`config.mk`:
```
export PLATFORM = sky130hd
export DESIGN_NAME = dcache
export DESIGN_NICKNAME = d
export VERILOG_FILES = /design/src/rtl/dcache.sv
export SDC_FILE = /design/constraint.sdc
export NUM_CORES = 2
export LEC_CHECK = 0
export BUFFER_PORTS_ARGS = -buffer_cell sky130_fd_sc_hd__buf_2
export CORE_ASPECT_RATIO = 1.25
export CORE_UTILIZATION = 55
export DETAILED_ROUTE_END_ITERATION = 7
export GPL_ROUTABILITY_DRIVEN = 1
export HOLD_SLACK_MARGIN = 0.12
export PLACE_DENSITY_LB_ADDON = 0.08
export RECOVER_POWER = 25
export SYNTH_ARGS = -nofsm -noshare
export SYNTH_HDL_FRONTEND = slang
export SYNTH_SLANG_ARGS = --single-unit
```
`constraint.sdc`:
```
create_clock -name clk -period 23.2 [get_ports clk]
set_input_delay 4.64 -clock clk [delete_from_list [all_inputs] [get_ports clk]]
set_output_delay 4.64 -clock clk [all_outputs]
set_load 0.02 [all_outputs]
```
`src/rtl/dcache.sv`:
```
// Direct-mapped, write-through, no-write-allocate data cache with 4-word lines.
// Read hits are answered combinationally; misses and stores stall while memory is accessed.
module dcache #(
    parameter int INDEX_BITS = 4
) (
    input  logic        clk,
    input  logic        reset,
    input  logic [31:0] cpu_addr,
    input  logic [31:0] cpu_data_in,
    input  logic        cpu_read,
    input  logic        cpu_write,
    output logic [31:0] cpu_data_out,
    output logic        cpu_stall,
    output logic        mem_req,
    output logic        mem_rw,
    output logic [31:0] mem_addr,
    output logic [31:0] mem_wdata,
    input  logic [31:0] mem_rdata,
    input  logic        mem_ack,
    output logic [31:0] hit_count,
    output logic [31:0] miss_count
);
    localparam int LINES = 1 << INDEX_BITS;
    localparam int TAG_W = 28 - INDEX_BITS;

    typedef enum logic [1:0] {
        IDLE  = 2'd0,
        FILL  = 2'd1,
        WRITE = 2'd2,
        WDONE = 2'd3
    } state_t;

    state_t                  state_r;
    logic [LINES-1:0]        valid_r;
    logic [TAG_W-1:0]        tag_r [LINES];
    logic [31:0]             data_r [LINES][4];
    logic [1:0]              cnt_r;
    logic [31:0]             hit_count_r;
    logic [31:0]             miss_count_r;
    logic                    mem_req_r;
    logic                    mem_rw_r;
    logic [31:0]             mem_addr_r;
    logic [31:0]             mem_wdata_r;

    logic [1:0]              word_s;
    logic [INDEX_BITS-1:0]   index_s;
    logic [TAG_W-1:0]        tag_s;
    logic                    hit_s;
    logic                    unused_ok_s;

    assign word_s      = cpu_addr[3:2];
    assign index_s     = cpu_addr[3+INDEX_BITS:4];
    assign tag_s       = cpu_addr[31:4+INDEX_BITS];
    assign hit_s       = valid_r[index_s] && (tag_r[index_s] == tag_s);
    assign unused_ok_s = &{1'b0, cpu_addr[1:0]};

    assign mem_req    = mem_req_r;
    assign mem_rw     = mem_rw_r;
    assign mem_addr   = mem_addr_r;
    assign mem_wdata  = mem_wdata_r;
    assign hit_count  = hit_count_r;
    assign miss_count = miss_count_r;

    // CPU-side stall and hit data; both must respond in the same cycle as the request
    always_comb begin
        cpu_stall    = 1'b0;
        cpu_data_out = 32'h0000_0000;
        if (reset) begin
            cpu_stall    = 1'b0;
            cpu_data_out = 32'h0000_0000;
        end else begin
            case (state_r)
                IDLE: begin
                    if (cpu_write) begin
                        cpu_stall = 1'b1;
                    end else if (cpu_read) begin
                        if (hit_s) begin
                            cpu_data_out = data_r[index_s][word_s];
                        end else begin
                            cpu_stall = 1'b1;
                        end
                    end else begin
                        cpu_stall = 1'b0;
                    end
                end
                FILL:    cpu_stall = 1'b1;
                WRITE:   cpu_stall = 1'b1;
                WDONE:   cpu_stall = 1'b0;
                default: cpu_stall = 1'b0;
            endcase
        end
    end

    // Control FSM: line state, counters and the registered memory request
    always_ff @(posedge clk or posedge reset) begin
        if (reset) begin
            state_r      <= IDLE;
            valid_r      <= {LINES{1'b0}};
            for (int i = 0; i < LINES; i++) begin
                tag_r[i] <= {TAG_W{1'b0}};
            end
            cnt_r        <= 2'd0;
            hit_count_r  <= 32'd0;
            miss_count_r <= 32'd0;
            mem_req_r    <= 1'b0;
            mem_rw_r     <= 1'b1;
            mem_addr_r   <= 32'h0000_0000;
            mem_wdata_r  <= 32'h0000_0000;
        end else begin
            case (state_r)
                IDLE: begin
                    if (cpu_write) begin
                        state_r     <= WRITE;
                        mem_req_r   <= 1'b1;
                        mem_rw_r    <= 1'b0;
                        mem_addr_r  <= {cpu_addr[31:2], 2'b00};
                        mem_wdata_r <= cpu_data_in;
                    end else if (cpu_read) begin
                        if (hit_s) begin
                            hit_count_r <= hit_count_r + 32'd1;
                        end else begin
                            // Invalidate up front so a half-filled line can never hit
                            miss_count_r     <= miss_count_r + 32'd1;
                            valid_r[index_s] <= 1'b0;
                            cnt_r            <= 2'd0;
                            state_r          <= FILL;
                            mem_req_r        <= 1'b1;
                            mem_rw_r         <= 1'b1;
                            mem_addr_r       <= {cpu_addr[31:4], 4'b0000};
                        end
                    end else begin
                        state_r <= IDLE;
                    end
                end
                FILL: begin
                    if (mem_ack) begin
                        cnt_r <= cnt_r + 2'd1;
                        if (cnt_r == 2'd3) begin
                            tag_r[index_s]   <= tag_s;
                            valid_r[index_s] <= 1'b1;
                            state_r          <= IDLE;
                            mem_req_r        <= 1'b0;
                        end else begin
                            mem_addr_r <= {cpu_addr[31:4], cnt_r + 2'd1, 2'b00};
                        end
                    end else begin
                        state_r <= FILL;
                    end
                end
                WRITE: begin
                    if (mem_ack) begin
                        state_r   <= WDONE;
                        mem_req_r <= 1'b0;
                    end else begin
                        state_r <= WRITE;
                    end
                end
                WDONE: begin
                    state_r <= IDLE;
                end
                default: begin
                    state_r   <= IDLE;
                    mem_req_r <= 1'b0;
                end
            endcase
        end
    end

    // Line data array: fill words from memory, and keep hit lines coherent on stores
    always_ff @(posedge clk) begin
        if ((state_r == FILL) && mem_ack && !reset) begin
            data_r[index_s][cnt_r] <= mem_rdata;
        end else if ((state_r == WRITE) && mem_ack && hit_s && !reset) begin
            data_r[index_s][word_s] <= cpu_data_in;
        end
    end
endmodule

```
==> results.tsv <==
stage	metric	value	unit
hold_path	worstHoldPathCells	1	
place	gp_congestion	0.789	
timing	slew_headroom	-3.78	
floorplanning	core-area	188000	sq um
floorplanning	die_w	391	um
clocking	post_cts_buffers	0	
routing	antenna_left	0	
setup_path	cp_max_fo	52	
synth	ys_async_sr_fraction	0.206	
global_routing	grt.met3_usage	0.0609	
clocking	root_buffer	clkbuf_16	
outcome	violations	capacitance limit, slew limit	
clocking	clockBufferDepth	3	
synth	synth_seq_area_share	0.719	
clocking	holdBufCountCts	0	
timing	setup_viol	0	
timing	layout_setup_ws	4.81	ns
synth	synth_cell_types	62	
clocking	cts_buffers	237	
routing	firstDrtPassIters	5	
setup_path	required	18.56	ns
setup_path	worstSetupEndpointType	primary output	
setup_path	r2r_start	tag_r[119]	
synth	yosys_warnings	0	
global_routing	grt_pass1_vias	53249	
timing	skew	0.0414	ns
setup_path	start_kind	input pin	
routing	wl	280000	um
clocking	htreeDepth	4	
place	post-place-ws	7.91	ns
hold_path	hp-class	flip-flop to flip-flop	
synth	synth_edf_count	2048	
global_routing	antenna_found_initial	25	
place	detailed_place_hpwl	154000	um
timing	hold_viol	0	
routing	drc	0	
setup_path	worstSetupStartpoint	cpu_addr[7]	
flow_run	drv_cap	27	
timing	drv_slew	1126	
power_and_ir_drop	combPwrFrac	0.080	
outcome	status	finished, violations left	
timing	tns	0	ns
global_routing	grt.met2_usage	0.484	
power_and_ir_drop	seq_power_share	0.525	
floorplanning	die_y	488	um
place	io_buffers	259	
global_routing	overflow	0	
floorplanning	rows	178	
layout	final_nets	5450	
timing	period_minus_slack	18.39	ns
routing	first_iter_violations	5087	
power_and_ir_drop	p_leak	39.9	nW
routing	num_vias	52807	
timing	rsz0062_at_grt	false	
routing	viasPerCell	6.55	
global_routing	grt_pass1_wl	396000	um
setup_path	rrSetupSlack	14.04	ns
global_routing	grt_util_met1	0.407	
floorplanning	ioPinCount	264	
setup_path	arrival	13.75	ns
synth	avgSynthCellArea	20.6	sq um
clocking	tritoncts	built	
floorplanning	floorplan.initialDensity	0.553	
layout	synthToLayoutAreaGrowth	11.5	%
routing	wl_per_cell	34.7	um
synth	netlist_area	104000	sq um
hold_path	holdPathEnd	hit_count[31]	
synth	synth_flop_cell	edfxtp_1	
timing	max_freq	54.4	MHz
floorplanning	dieArea	191000	sq um
setup_path	r2r-end	data_r[14][53]	
power_and_ir_drop	p_per_area	84.2	nW/um^2
timing	period_share	0.793	
timing	hold_slack	0.478	ns
synth	ys_ff_latch	2580	
global_routing	grt_usage	0.298	
power_and_ir_drop	switchingPower	2.24	mW
clocking	cts.sinks	2580	
global_routing	globalRoute.busiestLayer	met2	
clocking	clkLatencyLatePin	0.89	ns
power_and_ir_drop	clockPowerShare	0.395	
synth	synth_cells	5052	
setup_path	critPathKind	input pin to primary output	
clocking	path_clk_slew	0.06	ns
global_routing	grt_max_degree	176	
power_and_ir_drop	ir_drop	0.0737	mV
power_and_ir_drop	p_int	7.53	mW
power_and_ir_drop	switching_share	0.230	
layout	drive_gt1_frac	0.334	
setup_path	reg2reg_depth	11	
clocking	cts-resized-gates	0	
timing	worstMarginPinSlew	7.13	ns
hold_path	hp-start	hit_count[31]	
-- placed cells by master, fill, tap and decap left out, drive strengths merged, types with 7 or more instances in the layout --
cell type	instances
o21ai	142
o41ai	18
clkinv	103
mux4	756
nand2	168
diode	7
mux2i	75
o22ai	8
bufinv	21
and4	11
a22oi	16
inv	37
nor2	91
a21oi	22
nor3	14
ha	11
and3	50
nand4	29
xor2	18
xnor2	65
clkinvlp	7
buf	222
edfxtp	2048
nor4	9
and2	19
mux2	470
clkbuf	457
dfrtp	531
nand3	46
-- metal layers --
| metal | up-vias | wire length (um) | part of all wire |
|---|---|---|---|
| met5 | - | 123 | 0.00044 |
| met1 | 28678 | 107000 | 0.38 |
| met4 | 18 | 9970 | 0.036 |
| met3 | 520 | 23700 | 0.085 |
| met2 | 2323 | 139000 | 0.50 |
| li1 | 21268 | - | - |
-- power by group through the flow --
| stage | Sequential (mW) | Clock (mW) | Combinational (mW) |
|---|---|---|---|
| after floorplan | 5.29 | 0 | 0.443 |
| final | 5.13 | 3.86 | 0.786 |
| after global routing | 5.14 | 4.08 | 0.840 |
| after global placement | 5.22 | 0 | 0.798 |
| after detailed placement | 5.22 | 0 | 0.808 |
| after CTS | 5.13 | 3.91 | 0.809 |
-- critical path: stages --
cell	delay, ns
clkbuf_1	2.56
clkbuf_1	2.67
mux4_2	0.66
mux2i_1	0.11
xnor2_1	0.16
o21ai_0	0.73
and3_1	0.26
nand4b_1	0.42
nor2_4	0.84
and3_1	0.30
buf_2	0.17
-- cells in the mapped netlist (all sizes together), types with 46 or more instances --
cell type,number,area (sq um)
edfxtp,2048,61500
mux4,756,17000
dfrtp,531,13300
mux2,470,5290
clkbuf,202,758
nand2,168,631
o21ai,142,711
buf,131,649
nor2,91,342
mux2i,75,751
xnor2,65,569
and3,50,313
nand3,46,230
-- state kept, by name (all words and copies together), names as in the netlist, named ones only --
signal and count:
cnt_r 2, data_r 2048, hit_count 32, mem_addr 30, mem_req 1, mem_rw 1, mem_wdata 32, miss_count 32
state_r 2, tag_r 384
-- logic make-up after synthesis --
family                     Yosys count  synth area share
DFF                               2580             0.719
adders and majority gates           11           0.00132
buffers and inverters              362            0.0146
muxes                             1301             0.222
other                                1         0.0000360
AOI/OAI and AO/OA                  253            0.0147
xor gates and xnor gates            83           0.00699
and+or+nand+nor                    461            0.0215
-- how the worst max path moves through the flow --
stage | slack, ns | cells after the start | to
2_1_floorplan | 3.69 | 1 | async pin
3_3_place_gp | 8.00 | 10 | cpu_data_out[16]
3_5_place_dp | 7.91 | 11 | cpu_data_out[23]
4_1_cts | 7.91 | 11 | cpu_data_out[23]
5_1_grt | 4.24 | 11 | cpu_data_out[23]
6_report | 4.81 | 11 | cpu_data_out[23]
-- stage by stage --
stage | cells | power, mW | instance area, sq um | util
3_3_place_gp | 7619 | 6.02 | 109000 | 0.579
5_1_grt | 8060 | 10.1 | 116000 | 0.617
2_1_floorplan | 5053 | 5.74 | 104000 | -
3_5_place_dp | 7619 | 6.03 | 109000 | 0.579
6_report | 8065 | 9.77 | 116000 | 0.617
4_1_cts | 8058 | 9.84 | 116000 | 0.619
-- area by class of cell --
class | count | area [sq um]
Clock inverter | 139 | 1310
Fill cell | 13408 | 72000
Clock buffer | 300 | 6290
Multi-Input combinational cell | 2111 | 28300
Sequential cell | 2580 | 74800
Tap cell | 2520 | 3150
Antenna cell | 7 | 17.5
Inverter | 29 | 118
Timing Repair Buffer | 379 | 2060
Power figures use the tool's default switching activity.
